### config.mk
export PLATFORM = sky130hd
export DESIGN_NAME = bitmap_row_scanner
export DESIGN_NICKNAME = d
export VERILOG_FILES = /design/src/rtl/bitmap_row_scanner.sv
export SDC_FILE = /design/constraint.sdc
export NUM_CORES = 1
export LEC_CHECK = 0
export CAP_MARGIN = 20
export CORE_ASPECT_RATIO = 1.4
export CORE_UTILIZATION = 53
export DETAILED_ROUTE_END_ITERATION = 7
export GPL_TIMING_DRIVEN = 0
export PLACE_DENSITY = 0.85
export SLEW_MARGIN = 20
export SYNTH_ARGS = -nofsm -noshare
export SYNTH_HDL_FRONTEND = slang
export SYNTH_SLANG_ARGS = --single-unit
export TNS_END_PERCENT = 10
### constraint.sdc
create_clock -name clk -period 5.6 [get_ports clk]
set_input_delay 0.84 -clock clk [delete_from_list [all_inputs] [get_ports clk]]
set_output_delay 0.84 -clock clk [all_outputs]
set_load 0.05 [all_outputs]
### src/rtl/bitmap_row_scanner.sv
// ---------------------------------------------------------------------------
// bitmap_row_scanner
//   Streams a 1-bpp bitmap ROM out as RGB565 pixels in raster order.
//   The ROM is read one row at a time through a combinational row port.
//   Each row is captured into a shift register and then emitted over a
//   valid/ready handshake, with x/y coordinates and frame markers.
//
//   Optional build macro: BITMAP_MIRROR_EN
//     Adds the 'mirror' input. It is latched with start and held for the
//     frame. When it is latched high, each row is emitted right-to-left.
//
// Ports
//   clk         system clock
//   rst_n       synchronous reset, active low
//   start       frame request, only looked at while idle
//   mirror      (BITMAP_MIRROR_EN only) emit rows right-to-left
//   rom_addr    registered row address to the bitmap ROM
//   rom_q       row data from the ROM, bit [IMG_W-1] is x=0
//   pix_valid   pixel available
//   pix_ready   downstream accepts the pixel
//   pix_data    RGB565 pixel
//   pix_x       column of the presented pixel, in emit order
//   pix_y       row of the presented pixel
//   pix_sof     high with pixel (0,0)
//   pix_eol     high with the last pixel of a row
//   busy        high whenever a frame is in progress
//   frame_done  one-cycle pulse after the last pixel is accepted
// ---------------------------------------------------------------------------
module bitmap_row_scanner #(
   parameter int unsigned IMG_W    = 128,
   parameter int unsigned IMG_H    = 128,
   parameter logic [15:0] FG_COLOR = 16'hFFFF,
   parameter logic [15:0] BG_COLOR = 16'h0000
) (
   input  logic             clk,
   input  logic             rst_n,
   input  logic             start,
`ifdef BITMAP_MIRROR_EN
   input  logic             mirror,
`endif
   output logic [7:0]       rom_addr,
   input  logic [IMG_W-1:0] rom_q,
   output logic             pix_valid,
   input  logic             pix_ready,
   output logic [15:0]      pix_data,
   output logic [6:0]       pix_x,
   output logic [6:0]       pix_y,
   output logic             pix_sof,
   output logic             pix_eol,
   output logic             busy,
   output logic             frame_done
);

   localparam logic [1:0] ST_IDLE   = 2'd0;
   localparam logic [1:0] ST_FETCH  = 2'd1;
   localparam logic [1:0] ST_STREAM = 2'd2;

   localparam logic [6:0] LAST_X = 7'(IMG_W - 1);
   localparam logic [7:0] LAST_Y = 8'(IMG_H - 1);

   logic [1:0]       state,      state_d;
   logic [IMG_W-1:0] shreg,      shreg_d;
   logic [7:0]       rom_addr_d;
   logic             pix_valid_d;
   logic [15:0]      pix_data_d;
   logic [6:0]       pix_x_d;
   logic [6:0]       pix_y_d;
   logic             pix_sof_d;
   logic             pix_eol_d;
   logic             busy_d;
   logic             frame_done_d;

   // Row direction for the current frame.
   logic             mir_q;
`ifdef BITMAP_MIRROR_EN
   logic             mir_d;
`endif

   logic             first_bit_c;
   logic             next_bit_c;
   logic [IMG_W-1:0] shifted_c;
   logic             transfer_c;
   logic             last_x_c;
   logic             last_y_c;

   // Pixel selection: MSB-first normally, LSB-first when mirrored.
   always_comb begin
      first_bit_c = mir_q ? rom_q[0] : rom_q[IMG_W-1];
      next_bit_c  = mir_q ? shreg[1] : shreg[IMG_W-2];
      shifted_c   = mir_q ? (shreg >> 1) : (shreg << 1);
   end

   assign transfer_c = pix_valid & pix_ready;
   assign last_x_c   = (pix_x == LAST_X);
   assign last_y_c   = (rom_addr == LAST_Y);

   // Next-state and next-output logic.
   always_comb begin
      state_d      = state;
      shreg_d      = shreg;
      rom_addr_d   = rom_addr;
      pix_valid_d  = pix_valid;
      pix_data_d   = pix_data;
      pix_x_d      = pix_x;
      pix_y_d      = pix_y;
      pix_sof_d    = pix_sof;
      pix_eol_d    = pix_eol;
      frame_done_d = 1'b0;
`ifdef BITMAP_MIRROR_EN
      mir_d        = mir_q;
`endif

      case (state)
         ST_IDLE: begin
            if (start) begin
               rom_addr_d = 8'd0;
               state_d    = ST_FETCH;
`ifdef BITMAP_MIRROR_EN
               mir_d      = mirror;
`endif
            end
         end

         // rom_addr has been stable for a full cycle, so rom_q is valid here.
         ST_FETCH: begin
            shreg_d     = rom_q;
            pix_valid_d = 1'b1;
            pix_data_d  = first_bit_c ? FG_COLOR : BG_COLOR;
            pix_x_d     = 7'd0;
            pix_y_d     = 7'(rom_addr);
            pix_sof_d   = (rom_addr == 8'd0);
            pix_eol_d   = (LAST_X == 7'd0);
            state_d     = ST_STREAM;
         end

         ST_STREAM: begin
            if (transfer_c) begin
               if (!last_x_c) begin
                  // Next pixel of the same row, no bubble.
                  shreg_d    = shifted_c;
                  pix_data_d = next_bit_c ? FG_COLOR : BG_COLOR;
                  pix_x_d    = 7'(pix_x + 7'd1);
                  pix_sof_d  = 1'b0;
                  pix_eol_d  = (7'(pix_x + 7'd1) == LAST_X);
               end else begin
                  pix_valid_d = 1'b0;
                  pix_sof_d   = 1'b0;
                  pix_eol_d   = 1'b0;
                  if (last_y_c) begin
                     frame_done_d = 1'b1;
                     state_d      = ST_IDLE;
                  end else begin
                     // Single bubble cycle while the next row is fetched.
                     rom_addr_d = 8'(rom_addr + 8'd1);
                     state_d    = ST_FETCH;
                  end
               end
            end
         end

         default: begin
            state_d     = ST_IDLE;
            pix_valid_d = 1'b0;
         end
      endcase

      busy_d = (state_d != ST_IDLE);
   end

   // State and output registers.
   always_ff @(posedge clk) begin
      if (!rst_n) begin
         state      <= ST_IDLE;
         shreg      <= '0;
         rom_addr   <= 8'd0;
         pix_valid  <= 1'b0;
         pix_data   <= BG_COLOR;
         pix_x      <= 7'd0;
         pix_y      <= 7'd0;
         pix_sof    <= 1'b0;
         pix_eol    <= 1'b0;
         busy       <= 1'b0;
         frame_done <= 1'b0;
      end else begin
         state      <= state_d;
         shreg      <= shreg_d;
         rom_addr   <= rom_addr_d;
         pix_valid  <= pix_valid_d;
         pix_data   <= pix_data_d;
         pix_x      <= pix_x_d;
         pix_y      <= pix_y_d;
         pix_sof    <= pix_sof_d;
         pix_eol    <= pix_eol_d;
         busy       <= busy_d;
         frame_done <= frame_done_d;
      end
   end

`ifdef BITMAP_MIRROR_EN
   // Mirror flag, latched with start.
   always_ff @(posedge clk) begin
      if (!rst_n) begin
         mir_q <= 1'b0;
      end else begin
         mir_q <= mir_d;
      end
   end
`else
   assign mir_q = 1'b0;
`endif

endmodule

# Word level (Yosys, flattened, before mapping)
# Cells that the tools add are included.
# word_totals
register_bits,172
latchBits,0
ram_bits,0
romBits,0
output_inout_bits,43
elab_cells,65
n_memories,0
# classes
add_sub_neg,2
mul,0
div_mod_pow,0
order_cmp,0
n_eq_ne,10
n_shift,0
n_mux,30
bitwise_logic,2
n_reduce_logical,10
# op_table
op,count
2-to-1 mux 127 bit,2
one-hot mux 127 bit (2 select lines),1
2-to-1 mux 16 bit,4
2-to-1 mux 8 bit,4
one-hot mux 16 bit (2 select lines),1
one-hot mux 8 bit (2 select lines),1
"equality test 7 bit, second input constant",2
2-to-1 mux 7 bit,2
one-hot mux 7 bit (2 select lines),1
"!= test 2 bit, second input constant",5
"adder 8 x 1 -> 8 bit, second input constant",1
"equality test 8 x 7 -> 1 bit, second input constant",1
logical NOT 8 bit,1
"adder 7 x 1 -> 7 bit, second input constant",1
2-to-1 mux 1 bit,7
2-to-1 mux 2 bit,3
one-hot mux 2 bit (3 select lines),1
AND reduction 3 bit,2
nonzero test 2 bit,3
AND reduction 5 bit,1
one-hot mux 1 bit (2 select lines),2
AND reduction 4 bit,1
one-hot mux 1 bit (3 select lines),1
"equality test 2 x 1 -> 1 bit, second input constant",1
other kinds (5),5

# Depth between registers and ports, before layout
# Gate-level depths: netlist (run 1).
# depth
word_depth,6
depth_mapped,8
depth_no_buf,6

# Worst setup path after synthesis (run 1)
# No wires, ideal clock.
# synth_timing
path_type,register to register
startpoint,reg pix_x[0]
endpoint,reg rom_addr[0]
setup_ns,0.132
arrival_time_ns,2.126
t_required_ns,5.468
path_slack_ns,3.341
stages_incl_launch_ff,7
path_buffers,0
path_cell_list,dfxtp_1 > ha_1 > nand4_4 > o31a_1 > or3_1 > nand2_1 > a21oi_1
# synth_via
elab_chain_cells,3
# synth_rtl
item,line_no,text
from (decl),46,"output logic [6:0] pix_x,"
from (signal assigned),190,pix_x <= pix_x_d;
equality test 7 bit,94,assign last_x_c = (pix_x == LAST_X);
!= test 2 bit (no line),-,
AND reduction 5 bit (no line),-,
to (signal assigned),187,rom_addr <= rom_addr_d;
to (decl),41,"output logic [7:0] rom_addr,"
# Every way passes these cells.
# A chain may end at the register's enable or synchronous reset.

==> out/qor.csv, run 1 <==
stage,metric,value,unit
status,outcome,completed,
clock_network,insertion_delay,0.42,ns
setup_path,crit_arrival,2.06,ns
global_routing,grt_use_total,27.71,%
clock_network,clk_pin_slew,0.07,ns
finish,syn_to_final_growth,37.18,%
setup_path,ff2ff_setup_slack,3.44,ns
route,wl_met3,1119,um
setup_path,crit_fanout,17,
die,die_area,13570,um2
route,drt-total-wl,18860,um
logic_synthesis,ys_ff_latch,157,
route,ant_nets,0,
logic_synthesis,syn-num-nets,1029,
global_routing,grt_start_max_net_pins,18,
route,drtIter0Drc,300,
finish,fillers,978,
logic_synthesis,synth_edf_count,0,
route,route.met2.wl,9640,um
clock_network,ctsHoldBuffers,0,
logic_synthesis,synth_top_cell_area_share,45.27,%
sta,worst_pin_slew,0.7344,ns
clock_network,htreeDepth,4,
setup_path,cpMaxStageDelayCell,clkdlybuf4s50_1,
finish,final_cell_mix,"nand2_1, clkdlybuf4s50_1, dfxtp_1",
run,maxCapViolCount,0,
finish,fin_util,74.33,%
route,routedWlPerCell,15.07,um
worst_hold_path,hold_path_end,pix_y[2],
clock_network,clk_path_buf_depth,2,
sta,fin_setup_tns,0,ns
logic_synthesis,yosys_warnings,0,
logic_synthesis,synth_top_area_cell,dfxtp_1,
logic_synthesis,synth.distinct_cells,39,
sta,setup_viol,0,
die,initial_core_util,54.18,%
setup_path,startpoint_type,flop,
sta,hold_violations,0,
global_routing,grt_pass1_vias,6533,
placed_design,gp_congestion,0.9016,
setup_path,worstPathBufferInverterCount,2,
sta,clock.fmax,344.8,MHz
setup_path,path_delay_family,buffers and inverters,
sta,slew_headroom,50.62,%
power,p_switching,0.8965,mW
route,post_drt_via_cell_ratio,5.643,
die,die_width,98.73,um
clock_network,cts_root_buffer,clkbuf_16,
power,power.internal,2.291,mW
die,io_pins,175,
setup_path,path_cells,buf_4 > clkdlybuf4s50_1,
clock_network,post-cts-setup-buffers,0,
setup_path,cp-end-kind,output pin,
global_routing,overflow,0,
logic_synthesis,synth_cells,893,
finish,final_common_cell,nand2_1,
worst_hold_path,hold_path.startpoint,pix_y[2],
sta,timing.final.crit_period,2.900,ns
logic_synthesis,synth_ff_type,dfxtp_1,
power,combPwrFrac,19.8,%
global_routing,antenna_found_initial,0,
clock_network,cts_tree,yes,
logic_synthesis,synthTopCellsByArea,"dfxtp_1, a311oi_1, nand2_1",
worst_hold_path,whs_path_depth,2,
route,vias,7060,
sta,skew,0.009103,ns
route,top_layer_used,met4,
sta,slew_violations,0,
logic_synthesis,synth.avg_cell_area,7.775,um2
logic_synthesis,ys_seq_area_share,45.27,%
sta,fin_crit_sh,51.79,%
setup_path,r2r-start,pix_x[0],
global_routing,grt_pass1_wl,30100,um
placed_design,port_buffers,174,
route,met1_length,7707,um
sta,rsz0062_at_grt,false,
power,irDropWorstVdd,173.0,uV
placed_design,hpwl,13150,um
setup_path,r2r-end,shreg[52],
power,clkPwrFrac,39.5,%
clock_network,cts_buffers,17,
power,switching_share,28.13,%
clock_network,clkSinkCount,157,
setup_path,crit_required,4.76,ns
finish,num-nets-final,1222,
power,power_leakage,3.545,nW
die,core_area,12810,um2
setup_path,crit_type,flop to output pin,
clock_network,cts_resized,0,
die,core.rowCount,49,
setup_path,max_stage_delay,0.79,ns
finish,layout-drive-gt1-share,7.286,%
power,power.density,334.7,nW/um2
logic_synthesis,syn_area,6943,um2
finish,antenna_cells,0,
power,power_frac_seq,40.8,%
route,firstDrtPassIters,6,
route,post-route-drc-count,0,
setup_path,reg2regPathDepth,7,
die,die_h,137.4,um
worst_hold_path,hold_path.class,flop to flop,
logic_synthesis,synth_async_sr_flop_share,0,%
==> kinds of logic (layout without fill, tap and decap cells) <==
kind of cell | after synthesis | count (layout) | synth area share (%)
xor gates and xnor gates | 9 | 9 | 1.135
adders and majority gates | 4 | 4 | 0.7209
buffers and inverters | 99 | 304 | 6.848
and+or+nand+nor | 463 | 463 | 26.85
AOI/OAI and AO/OA | 161 | 161 | 19.17
DFF | 157 | 157 | 45.27
==> layout make-up <==
type                    instances  area (um2)  share of cell area, %
clock buffers                  20       466.7                  4.900
clock inverters                11       181.4                  1.905
multi-input cells             637        3324                  34.91
repair buffers                174        1742                  18.29
well taps                     153       191.4                  2.010
inverters                       5       18.77                 0.1971
plain buffers                  94       456.7                  4.795
flip-flops and latches        157        3143                  33.00
==> flip-flops by register name (all words and copies together) (netlist names) <==
name and cells:
shreg 127, rom_addr 8, pix_x 7, pix_y 7, state 2, busy 1, frame_done 1, pix_data 1
pix_eol 1, pix_sof 1, pix_valid 1
==> through the flow <==
stage | power, mW | cell area [um2] | setup slack [ns] | hold WS [ns] | instances
4_1_cts | 3.193 | 9524 | 2.687 | 0.4631 | 1251
3_3_place_gp | 1.928 | 8876 | 2.802 | 0.4481 | 1220
6_report | 3.188 | 9524 | 2.700 | 0.4605 | 1251
5_1_grt | 3.317 | 9524 | 2.549 | 0.4792 | 1251
3_5_place_dp | 1.943 | 8876 | 2.760 | 0.4506 | 1220
2_1_floorplan | 1.716 | 6943 | 3.342 | 0.4545 | 893
==> routing by layer <==
metal	up-vias	global-route usage [%]
li1	3472	-
met1	3308	31.64
met2	244	50.39
met3	36	5.936
met4	0	11.03
met5	-	0
==> worst max-delay path by stage <==
stage	from	endpoint	slack, ns	depth (start not counted)
after floorplan	pix_x[0]	rom_addr[0]	3.34	6
after global placement	pix_ready	shreg[50]	2.80	7
after detailed placement	pix_ready	shreg[52]	2.76	7
after CTS	pix_data[14]	pix_data[7]	2.69	2
after global routing	pix_data[14]	pix_data[10]	2.55	2
final	pix_data[14]	pix_data[7]	2.70	2
==> power by group through the flow <==
| stage | Sequential (mW) | Combinational, mW | Clock (mW) |
|---|---|---|---|
| finish | 1.30 | 0.631 | 1.26 |
| global route | 1.31 | 0.693 | 1.31 |
| CTS | 1.30 | 0.630 | 1.27 |
| detailed placement | 1.32 | 0.623 | 0 |
| global placement | 1.32 | 0.612 | 0 |
| floorplan | 1.32 | 0.398 | 0 |
==> tightest hold or removal path: stages (launching register included) <==
cell and delay (ns):
dfxtp_1 0.31, nand2_1 0.05, a21oi_1 0.05
==> cell usage after synthesis, drive strengths merged (2+ instances only) <==
| cell type | count |
|---|---|
| xnor2 | 4 |
| inv | 5 |
| o21ai | 2 |
| ha | 4 |
| a311oi | 127 |
| and4b | 2 |
| xor2 | 5 |
| o31a | 2 |
| a21oi | 18 |
| buf | 44 |
| nand2 | 280 |
| nor2 | 147 |
| nor3 | 4 |
| clkbuf | 50 |
| nor4b | 2 |
| nor4 | 2 |
| nand4 | 4 |
| a22oi | 3 |
| nand2b | 2 |
| nand3 | 13 |
| dfxtp | 157 |
| o31ai | 3 |
| and4 | 3 |
No activity file was read; power rests on OpenSTA's default activity.
==> run 2, diff against run 1 <==
--- a/config.mk
+++ b/config.mk
@@ -7,10 +7,10 @@
 export LEC_CHECK = 0
 export CAP_MARGIN = 20
 export CORE_ASPECT_RATIO = 1.4
-export CORE_UTILIZATION = 53
+export CORE_UTILIZATION = 45
 export DETAILED_ROUTE_END_ITERATION = 7
 export GPL_TIMING_DRIVEN = 0
-export PLACE_DENSITY = 0.85
+export PLACE_DENSITY = 0.77
 export SLEW_MARGIN = 20
 export SYNTH_ARGS = -nofsm -noshare
 export SYNTH_HDL_FRONTEND = slang
==> constraint.sdc (replaced) <==
create_clock -name clk -period 2.35 [get_ports clk]
set_input_delay 0.3525 -clock clk [delete_from_list [all_inputs] [get_ports clk]]
set_output_delay 0.3525 -clock clk [all_outputs]
set_load 0.05 [all_outputs]
==> run 2 against run 1 <==
Effect of this change:
- count of clock-buffer cells in the layout decreased by 1
- highest routed layer unchanged
- critical path type unchanged
- setup slack got worse by 2.6 ns
- power increased by 130%
==> out/qor.csv, run 2 (synthesis gave the netlist of run 1 again) <==
stage,metric,value,unit
power,power_leakage,3.526,nW
power,switching_share,28.64,%
finish,layout-drive-gt1-share,7.552,%
sta,timing.final.crit_period,2.252,ns
global_routing,grt_pass1_vias,6528,
setup_path,path_delay_family,buffers and inverters,
sta,hold_violations,0,
route,drtIter0Drc,309,
sta,skew,0.007124,ns
clock_network,clk_pin_slew,0.06,ns
setup_path,r2r-start,pix_x[0],
setup_path,path_depth,2,
route,ant_nets,0,
route,post_drt_via_cell_ratio,5.401,
global_routing,grt_use_total,23.99,%
route,post-route-drc-count,0,
finish,fillers,1279,
route,vias,6973,
setup_path,startpoint_type,flop,
placed_design,port_buffers,174,
sta,setup_viol,0,
power,power.density,779.7,nW/um2
clock_network,cts_tree,yes,
finish,num-nets-final,1222,
die,io_pins,175,
die,die_h,149.0,um
global_routing,antenna_found_initial,0,
route,met1_length,8051,um
route,route.met2.wl,9815,um
power,p_switching,2.133,mW
die,die_width,107.0,um
power,power_frac_seq,41.6,%
sta,rsz0062_at_grt,false,
route,top_layer_used,met4,
global_routing,grt_start_max_net_pins,18,
setup_path,crit_arrival,1.90,ns
setup_path,r2r-end,shreg[49],
power,combPwrFrac,20.2,%
clock_network,post-cts-setup-buffers,0,
sta,worst_pin_slew,0.7525,ns
clock_network,htreeDepth,4,
clock_network,clkSinkCount,157,
clock_network,cts_buffers,17,
finish,final_cell_mix,"nand2_1, clkdlybuf4s50_1, dfxtp_1",
global_routing,grt_pass1_wl,30350,um
status,outcome,completed,
setup_path,worstPathBufferInverterCount,2,
worst_hold_path,hold_path.class,flop to flop,
route,wl_met3,779,um
finish,final-instance-count-excl-fill,1291,
setup_path,crit_fanout,17,
sta,fin_crit_sh,95.84,%
power,clkPwrFrac,38.2,%
setup_path,cpMaxStageDelayCell,clkdlybuf4s50_1,
setup_path,cp-end-kind,output pin,
power,power.internal,5.314,mW
route,drt-total-wl,19020,um
die,initial_core_util,46.12,%
sta,slew_violations,0,
finish,syn_to_final_growth,37.56,%
placed_design,gp_congestion,0.8645,
finish,largest_register_ffs,127,
clock_network,ctsHoldBuffers,0,
global_routing,overflow,0,
setup_path,max_stage_delay,0.81,ns
route,firstDrtPassIters,5,
setup_path,path_cells,buf_4 > clkdlybuf4s50_1,
route,routedWlPerCell,14.73,um
finish,final_common_cell,nand2_1,
power,irDropWorstVdd,468.4,uV
die,die_area,15940,um2
sta,clock.fmax,444.0,MHz
finish,antenna_cells,0,
finish,reg_top3,"shreg: 127 flops, rom_addr: 8 flops",
placed_design,dp_cells,1259,
clock_network,cts_root_buffer,clkbuf_16,
run,maxCapViolCount,0,
setup_path,reg2regPathDepth,7,
sta,fin_setup_tns,0,ns
sta,slew_headroom,49.41,%
clock_network,insertion_delay,0.43,ns
setup_path,crit_end,pix_data[14],
die,core_area,15050,um2
die,core.rowCount,53,
setup_path,crit_path_start,pix_data[14],
setup_path,crit_type,flop to output pin,
clock_network,clk_path_buf_depth,2,
setup_path,ff2ff_setup_slack,0.17,ns
placed_design,hpwl,13580,um
setup_path,crit_required,2.00,ns
finish,top_register,shreg,
run 2: worst min path at each step:
| stage | startpoint | slack, ns | end | depth (start not counted) |
|---|---|---|---|---|
| after CTS | pix_y[6] | 0.46 | pix_y[6] | 2 |
| final | pix_y[6] | 0.45 | pix_y[6] | 2 |
| after detailed placement | pix_y[6] | 0.45 | pix_y[6] | 2 |
| after global placement | pix_y[1] | 0.45 | pix_y[1] | 2 |
| after floorplan | shreg[0] | 0.45 | shreg[1] | 2 |
| after global routing | pix_y[6] | 0.49 | pix_y[6] | 2 |
run 2: power by group through the flow:
| stage | Sequential, mW | Clock [mW] | Combinational [mW] |
|---|---|---|---|
| final | 3.09 | 2.85 | 1.51 |
| after CTS | 3.09 | 2.87 | 1.51 |
| after floorplan | 3.14 | 0 | 0.947 |
| after global placement | 3.14 | 0 | 1.48 |
| after global routing | 3.12 | 2.99 | 1.66 |
| after detailed placement | 3.14 | 0 | 1.50 |
run 2: final cells by class:
class | count | area (um2) | area share (%)
clock inverter | 13 | 165.2 | 1.729
sequential | 157 | 3144 | 32.92
clock buffer | 19 | 452.9 | 4.743
timing repair buffer | 174 | 1742 | 18.24
buffer | 94 | 456.7 | 4.782
inverter | 5 | 18.77 | 0.1965
multi-input combinational | 637 | 3331 | 34.87
tap | 192 | 240.2 | 2.515
run 2: worst min-delay path, stage by stage (launching register included):
cell	delay, ns
dfxtp_1	0.31
nand2_1	0.05
a21oi_1	0.05
run 2: what timing repair did:
item,4_1_cts,5_1_grt
endpoints found under the hold margin,0,0
gates resized for setup,1,1
cloned,0,0
endpoints found under the setup margin,16,1
run 2: layer usage:
| metal | GRT usage [%] | vias up |
|---|---|---|
| li1 | - | 3473 |
| met1 | 27.94 | 3259 |
| met2 | 42.90 | 211 |
| met3 | 3.801 | 30 |
| met4 | 10.68 | 0 |
| met5 | 0 | - |
run 2: metrics by stage:
step / power [mW] / instance area [um2] / setup WS (ns) / hold WS (ns) / utilization (%)
after floorplan: 4.088 / 6943 / 0.09150 / 0.4545 / -
after global placement: 4.614 / 8925 / 0.007045 / 0.4455 / 59.29
after detailed placement: 4.642 / 8925 / 0.004974 / 0.4484 / 59.29
after CTS: 7.466 / 9544 / 0.07343 / 0.4574 / 63.40
after global routing: 7.773 / 9550 / 0.005186 / 0.4866 / 63.44
final: 7.447 / 9550 / 0.09777 / 0.4539 / 63.44
==> run 3, diff against run 2 <==
--- a/config.mk
+++ b/config.mk
@@ -11,7 +11,6 @@
 export DETAILED_ROUTE_END_ITERATION = 7
 export GPL_TIMING_DRIVEN = 0
 export PLACE_DENSITY = 0.77
-export SLEW_MARGIN = 20
 export SYNTH_ARGS = -nofsm -noshare
 export SYNTH_HDL_FRONTEND = slang
 export SYNTH_SLANG_ARGS = --single-unit
==> results of run 3 <==
No change in the layout: final DEF, timing and power equal those of run 2.
==> variant 1, RTL diff (settings of run 2) <==
Build with the macro `BITMAP_MIRROR_EN` defined.
--- a/src/rtl/bitmap_row_scanner.sv
+++ b/src/rtl/bitmap_row_scanner.sv
@@ -26,6 +26,8 @@
 //   busy        high whenever a frame is in progress
 //   frame_done  one-cycle pulse after the last pixel is accepted
 // ---------------------------------------------------------------------------
+`define BITMAP_MIRROR_EN
+
 module bitmap_row_scanner #(
    parameter int unsigned IMG_W    = 128,
    parameter int unsigned IMG_H    = 128,
Interface: changed (added mirror); port bits go from 175 to 176. The function was not compared with the original's and may differ.
==> variant 1 against run 2 <==
  * Final cell count rose by 20%
  * Worst setup slack got worse by 28 ps
  * Non-clock buffer count rose by 54
  * Area after synthesis increased by 30%
  * Power fell by 2.1%
  * Sequential cell count increased by 2
  * Design area increased by 23%
  * Sequential power down 4%
  * Critical path type is now flop to flop
  * Routed wire length rose by 45%
==> variant 1: results (changes against run 2) <==
The number of synthesized flops with an enable pin came out at 0 (unchanged). The fraction of the yosys area taken by sequential cells came to 35.40% (-9.9 points). The count of H-tree levels built during CTS is 4 (unchanged). The depth of the worst hold-timing path came to 2 (unchanged). The number of global-route vias before repair is 8768 (+34%). The run finished with clean final reports. The clock latency of the later-clocked register in the worst-skew pair came out at 430 ps (about the same). The proportion of synthesized flip-flops having asynchronous set or reset was 0% (unchanged). The detail-routed net length per standard cell is 17.89 µm (+21%). The number of antenna cells inserted is 0 (unchanged). The static power due to leakage came out at 3.664 nW (+3.9%). The maximum count of clock buffers along a single path was 2 (unchanged). The arrival time of the worst setup path came out at 2630 ps (+730 ps). The largest registers in the layout are shreg (128), rom_addr (8). The distinct cell type count of the synthesized netlist came out at 49 (+26%). The global-route wire length before repair was 43.55 mm (+43%).

The worst reg-to-reg path cell count is 7 (unchanged). The total number of yosys warnings is 0 (unchanged). The maximum number of pins on one net before global-route repair came to 18 (unchanged). The commonest cells after synthesis are dfxtp_1 (159), nand2_1 (154), a21oi_1 (147).

The startpoint identified for the worst hold timing path is rst_n. The final RePlAce weighted congestion came to 0.8679 (+0.39%). The number of nets in the layout is 1422 (+16%).

The DRC violation total after the first TritonRoute iteration came out at 897 (+190%). The post-DP HPWL came out at 19.29 mm (+42%). Clock-pin slew was measured on the worst setup and hold paths at 70 ps. In this run the critical register-to-register path is captured at shreg[65]. The number of hold buffers added after CTS came out at 0 (unchanged). The final worst clock skew is 12.21 ps (+5.084 ps). The register-to-register path setup slack is 70 ps (-100 ps).

The path with the worst hold slack has its endpoint at rom_addr[0]. Among all stages on the critical path, the largest delay is contributed by a21oi_4. The peak ir drop on the vdd network was 0.3729 mV (-20%).

The count of vias placed by the detailed router came out at 9277 (+33%). The worst hold path belongs to the class primary input to flop. The transition time of the tightest slew-check pin came out at 746.3 ps (-6.208 ps). The tightest hold margin was 216.6 ps (-237.3 ps). The length of the first detailed-routing pass in iterations was 7 (+2). The number of antenna violations at the first check in global routing came out at 0 (unchanged). The number of buffer cells added on primary ports came to 174 (unchanged). The total nets after synthesis is 1227 (+19%). The cell family contributing the most delay on the critical path is compound AO/OA/AOI/OAI gates. The share of post-route cells with drive strength above 1 came to 9.091% (+1.5 points).

Sorting the synthesized cells by area gives the leading types as dfxtp_1 (35%), mux2i_1 (14%), o221ai_1 (13%). The largest driver fanout on the critical path came out at 10 (-7). The delay contributed by the slowest stage of the critical path came out at 420 ps (-390 ps). The startpoint identified for the worst register-to-register timing path is pix_x[0]. The root buffer cell chosen for the clock tree is clkbuf_16. The all-layer global routing usage is 26.54% (+2.6 points). The TritonCTS buffer count came out at 17 (unchanged).
## variant 1: changes by cell type in the layout (fill, tap and decap cells not counted), sizes merged, moves of 11 or more
cell,change
nor2,-140
a21oi,+130
mux2i,+130
nand3,+129
o221ai,+129
a311oi,-127
nand2,-126
buf,+42
clkbuf,+11
## variant 1: worst max path at each step
| stage | start | to |
|---|---|---|
| 3_5_place_dp | pix_ready | shreg[40] |
| 4_1_cts | pix_x[0] | shreg[65] |
| 3_3_place_gp | pix_ready | shreg[91] |
| 5_1_grt | pix_x[0] | shreg[62] |
| 2_1_floorplan | pix_x[1] | rom_addr[3] |
| 6_report | pix_x[0] | shreg[65] |
## variant 1: power breakdown
| part | total (W) | internal, W | switching (W) | leakage (nW) |
|---|---|---|---|---|
| clock network | 0.00302 | 0.00183 | 0.00120 | 0.298 |
| logic | 0.00130 | 0.000591 | 0.000713 | 2.07 |
| registers | 0.00296 | 0.00284 | 0.000121 | 1.29 |
| total | 0.00729 | 0.00526 | 0.00203 | 3.66 |
## variant 1: final cells by class
class / count / area (µm²)
plain buffers: 146 / 744.5
clock buffers: 18 / 439.2
clock inverters: 14 / 203.9
fillers: 1729 / 7645
inverters: 6 / 22.52
multi-input cells: 779 / 5050
flip-flops and latches: 159 / 3184
well taps: 248 / 310.3
repair buffers: 176 / 1769
## variant 1: layer usage
metal / vias to the layer above / global-route usage, % / share of wire, %
met5: - / 0 / 0
met4: 0 / 13.26 / 3.9
met3: 71 / 3.999 / 5.3
met2: 338 / 45.36 / 50
met1: 4393 / 32.04 / 41
li1: 4475 / - / -
## variant 1: timing repair
item                       4_1_cts  5_1_grt
pin swaps                        0        1
setup endpoints to repair       17       54
setup buffers                    0        2
gates resized for setup          2        2
## variant 1: cells by family after synthesis
kind of cell,share of synthesized area [%]
AOI/OAI and AO/OA,22.72
xor gates and xnor gates,0.1949
adders and majority gates,0.5567
buffers and inverters,8.517
DFF,35.40
muxes,14.72
and+or+nand+nor,17.88
## variant 1: stage by stage
stage / worst slack [ps] / total power (W) / util (%) / instance area, µm² / instances
floorplan: 155.4 / 0.003799 / - / 8991 / 1090
finish: 70.21 / 0.007289 / 60.53 / 11720 / 1546
global placement: -144.8 / 0.004283 / 57.02 / 11040 / 1512
detailed placement: -155.3 / 0.004306 / 57.02 / 11040 / 1512
CTS: 87.36 / 0.007315 / 60.38 / 11700 / 1544
global route: 4.234 / 0.007563 / 60.53 / 11720 / 1546
==> variant 2, RTL diff (flow settings as in run 2) <==
Made on the original files. Take the reset off `shreg`, `rom_addr`, `pix_x` and `pix_y` and load them in a clocked block of their own.
--- a/src/rtl/bitmap_row_scanner.sv
+++ b/src/rtl/bitmap_row_scanner.sv
@@ -171,29 +171,28 @@
    always_ff @(posedge clk) begin
       if (!rst_n) begin
          state      <= ST_IDLE;
-         shreg      <= '0;
-         rom_addr   <= 8'd0;
          pix_valid  <= 1'b0;
          pix_data   <= BG_COLOR;
-         pix_x      <= 7'd0;
-         pix_y      <= 7'd0;
          pix_sof    <= 1'b0;
          pix_eol    <= 1'b0;
          busy       <= 1'b0;
          frame_done <= 1'b0;
       end else begin
          state      <= state_d;
-         shreg      <= shreg_d;
-         rom_addr   <= rom_addr_d;
          pix_valid  <= pix_valid_d;
          pix_data   <= pix_data_d;
-         pix_x      <= pix_x_d;
-         pix_y      <= pix_y_d;
          pix_sof    <= pix_sof_d;
          pix_eol    <= pix_eol_d;
          busy       <= busy_d;
          frame_done <= frame_done_d;
       end
+   end
+
+   always_ff @(posedge clk) begin
+      shreg    <= shreg_d;
+      rom_addr <= rom_addr_d;
+      pix_x    <= pix_x_d;
+      pix_y    <= pix_y_d;
    end
 
 `ifdef BITMAP_MIRROR_EN
Function: differs if rst_n is asserted again (counterexample within 4 cycles, from zero or initial values and one cycle with rst_n low); with rst_n held inactive, the same outputs for 10 cycles.
==> variant 2 against run 2 <==
  * Power down 3.6%
  * Via count is 27% lower
  * Largest power group unchanged
  * Clock skew increased by 2.2 ps
  * Worst setup slack improved by 36 ps
  * Core utilization is 0.78 points higher
  * Sequential cell count is the same
  * Global-route usage decreased by 3.9 points
  * Design area up 0.79%
  * Die area decreased by 1.2%
  * Routed wire length down 21%
  * Area after synthesis down 1.2%
==> variant 2: results (changes against run 2) <==
The number of synthesized flops with an enable pin came out at 149 (+149). The all-layer global routing usage is 20.11% (-3.9 points). The fraction of the yosys area taken by sequential cells came out at 67.54% (+22 points). The number of fill cells came out at 1235 (-3.4%). The placed cell count came out at 1041 (-17%). Sorting the synthesized cells by area gives the leading types as edfxtp_1 (65%), nand2_1 (21%), dfxtp_1 (2.3%). The final RePlAce weighted congestion is 0.8057 (-6.8%). The detailed-route vias per instance came out at 4.766 (-12%). The total nets after synthesis came to 805 (-22%).

The run finished with clean final reports. The synthesized-area fraction occupied by xor and xnor cells came out at 1.021% (-0.11 points). The switching power summed over all nets came out at 0.001742 W (-18%). The instance count of the mapped netlist came out at 669 (-25%).

The length of the first detailed-routing pass in iterations is 4 (-1). The met3 layer usage reported by global route is 4.075% (+0.27 points). The DRC violation total after the first TritonRoute iteration came out at 237 (-23%). After synthesis, the most frequently instantiated cells are nand2_1 (388), edfxtp_1 (149), clkbuf_1 (20). The terminating pin of the worst hold path is pix_sof. The clock latency of the later-clocked register in the worst-skew pair is 410 ps (-20 ps). The arithmetic-cell share of the synthesized area counting full adders, half adders and majority gates is 0.7294% (+0.0085 points). The routed wire length is 14.98 mm (-21%). The global-route wire length before repair came out at 24.42 mm (-20%).

The static power due to leakage is 3.932 nW (+12%). The final instance count without filler cells came to 1073 (-17%). The number of antenna violations at the first check in global routing is 1 (+1). The power in the clock group came out at 0.00277 W (-3%). The headroom to the max-slew limit came out at 47.74% (-1.7 points).

The met2 demand-to-capacity share in global routing is 35.52% (-7.4 points). The register-to-register path setup slack came to 200 ps (+30 ps). The critical hold path startpoint is pix_sof. The worst reg-to-reg path cell count is 6 (-1).

The met1 routing resource usage after global routing is 23.98% (-4.0 points). The peak ir drop on the vdd network came out at 0.5018 mV (+7.1%). The maximum number of pins on one net before global-route repair came to 26 (+8). The fraction of the mapped netlist area in compound gates came out at 1.495% (-18 points).
==> variant 2: cell count changes after synthesis, sizes merged, moves of 4 or more <==
cell,before,now
nand2,280,388
clkbuf,50,20
a311oi,127,1
a21oi,18,5
dfxtp,157,8
edfxtp,0,149
buf,44,25
nand3,13,6
and2,1,5
nor2,147,15
==> variant 2: cells by family after synthesis <==
family | count (synthesis)
xor+xnor | 8
fa+ha+maj | 4
simple gates | 432
compound gates | 15
mux | 1
flops | 157
buf+inv | 52
==> variant 2: layout make-up <==
class / count / area (µm²) / area share [%]
clock inverters: 14 / 166.4 / 1.729
diodes: 1 / 2.502 / 0.02600
plain buffers: 45 / 236.5 / 2.457
flip-flops and latches: 157 / 4636 / 48.16
multi-input cells: 460 / 1986 / 20.63
well taps: 192 / 240.2 / 2.496
clock buffers: 17 / 425.4 / 4.420
inverters: 7 / 26.28 / 0.2730
repair buffers: 180 / 1907 / 19.81
==> variant 2: worst max-delay path by stage <==
| stage | startpoint | end | slack, ps |
|---|---|---|---|
| 3_5_place_dp | pix_ready | shreg[84] | 50 |
| 5_1_grt | pix_data[14] | pix_data[14] | 50 |
| 4_1_cts | pix_data[14] | pix_data[14] | 90 |
| 6_report | pix_data[14] | pix_data[6] | 130 |
| 2_1_floorplan | pix_x[1] | pix_data[14] | -1560 |
| 3_3_place_gp | pix_ready | pix_data[14] | -2350 |
==> variant 2: tightest hold or removal path, cell delays in order (launching register included) <==
cell	delay, ps
dfxtp_1	310
nand2_1	50
a21oi_1	50
==> variant 2: per-layer routing <==
layer | routed length [µm] | up-vias
li1 | - | 2589
met1 | 6155 | 2366
met2 | 7932 | 141
met3 | 567 | 18
met4 | 326 | 0
met5 | 0 | -
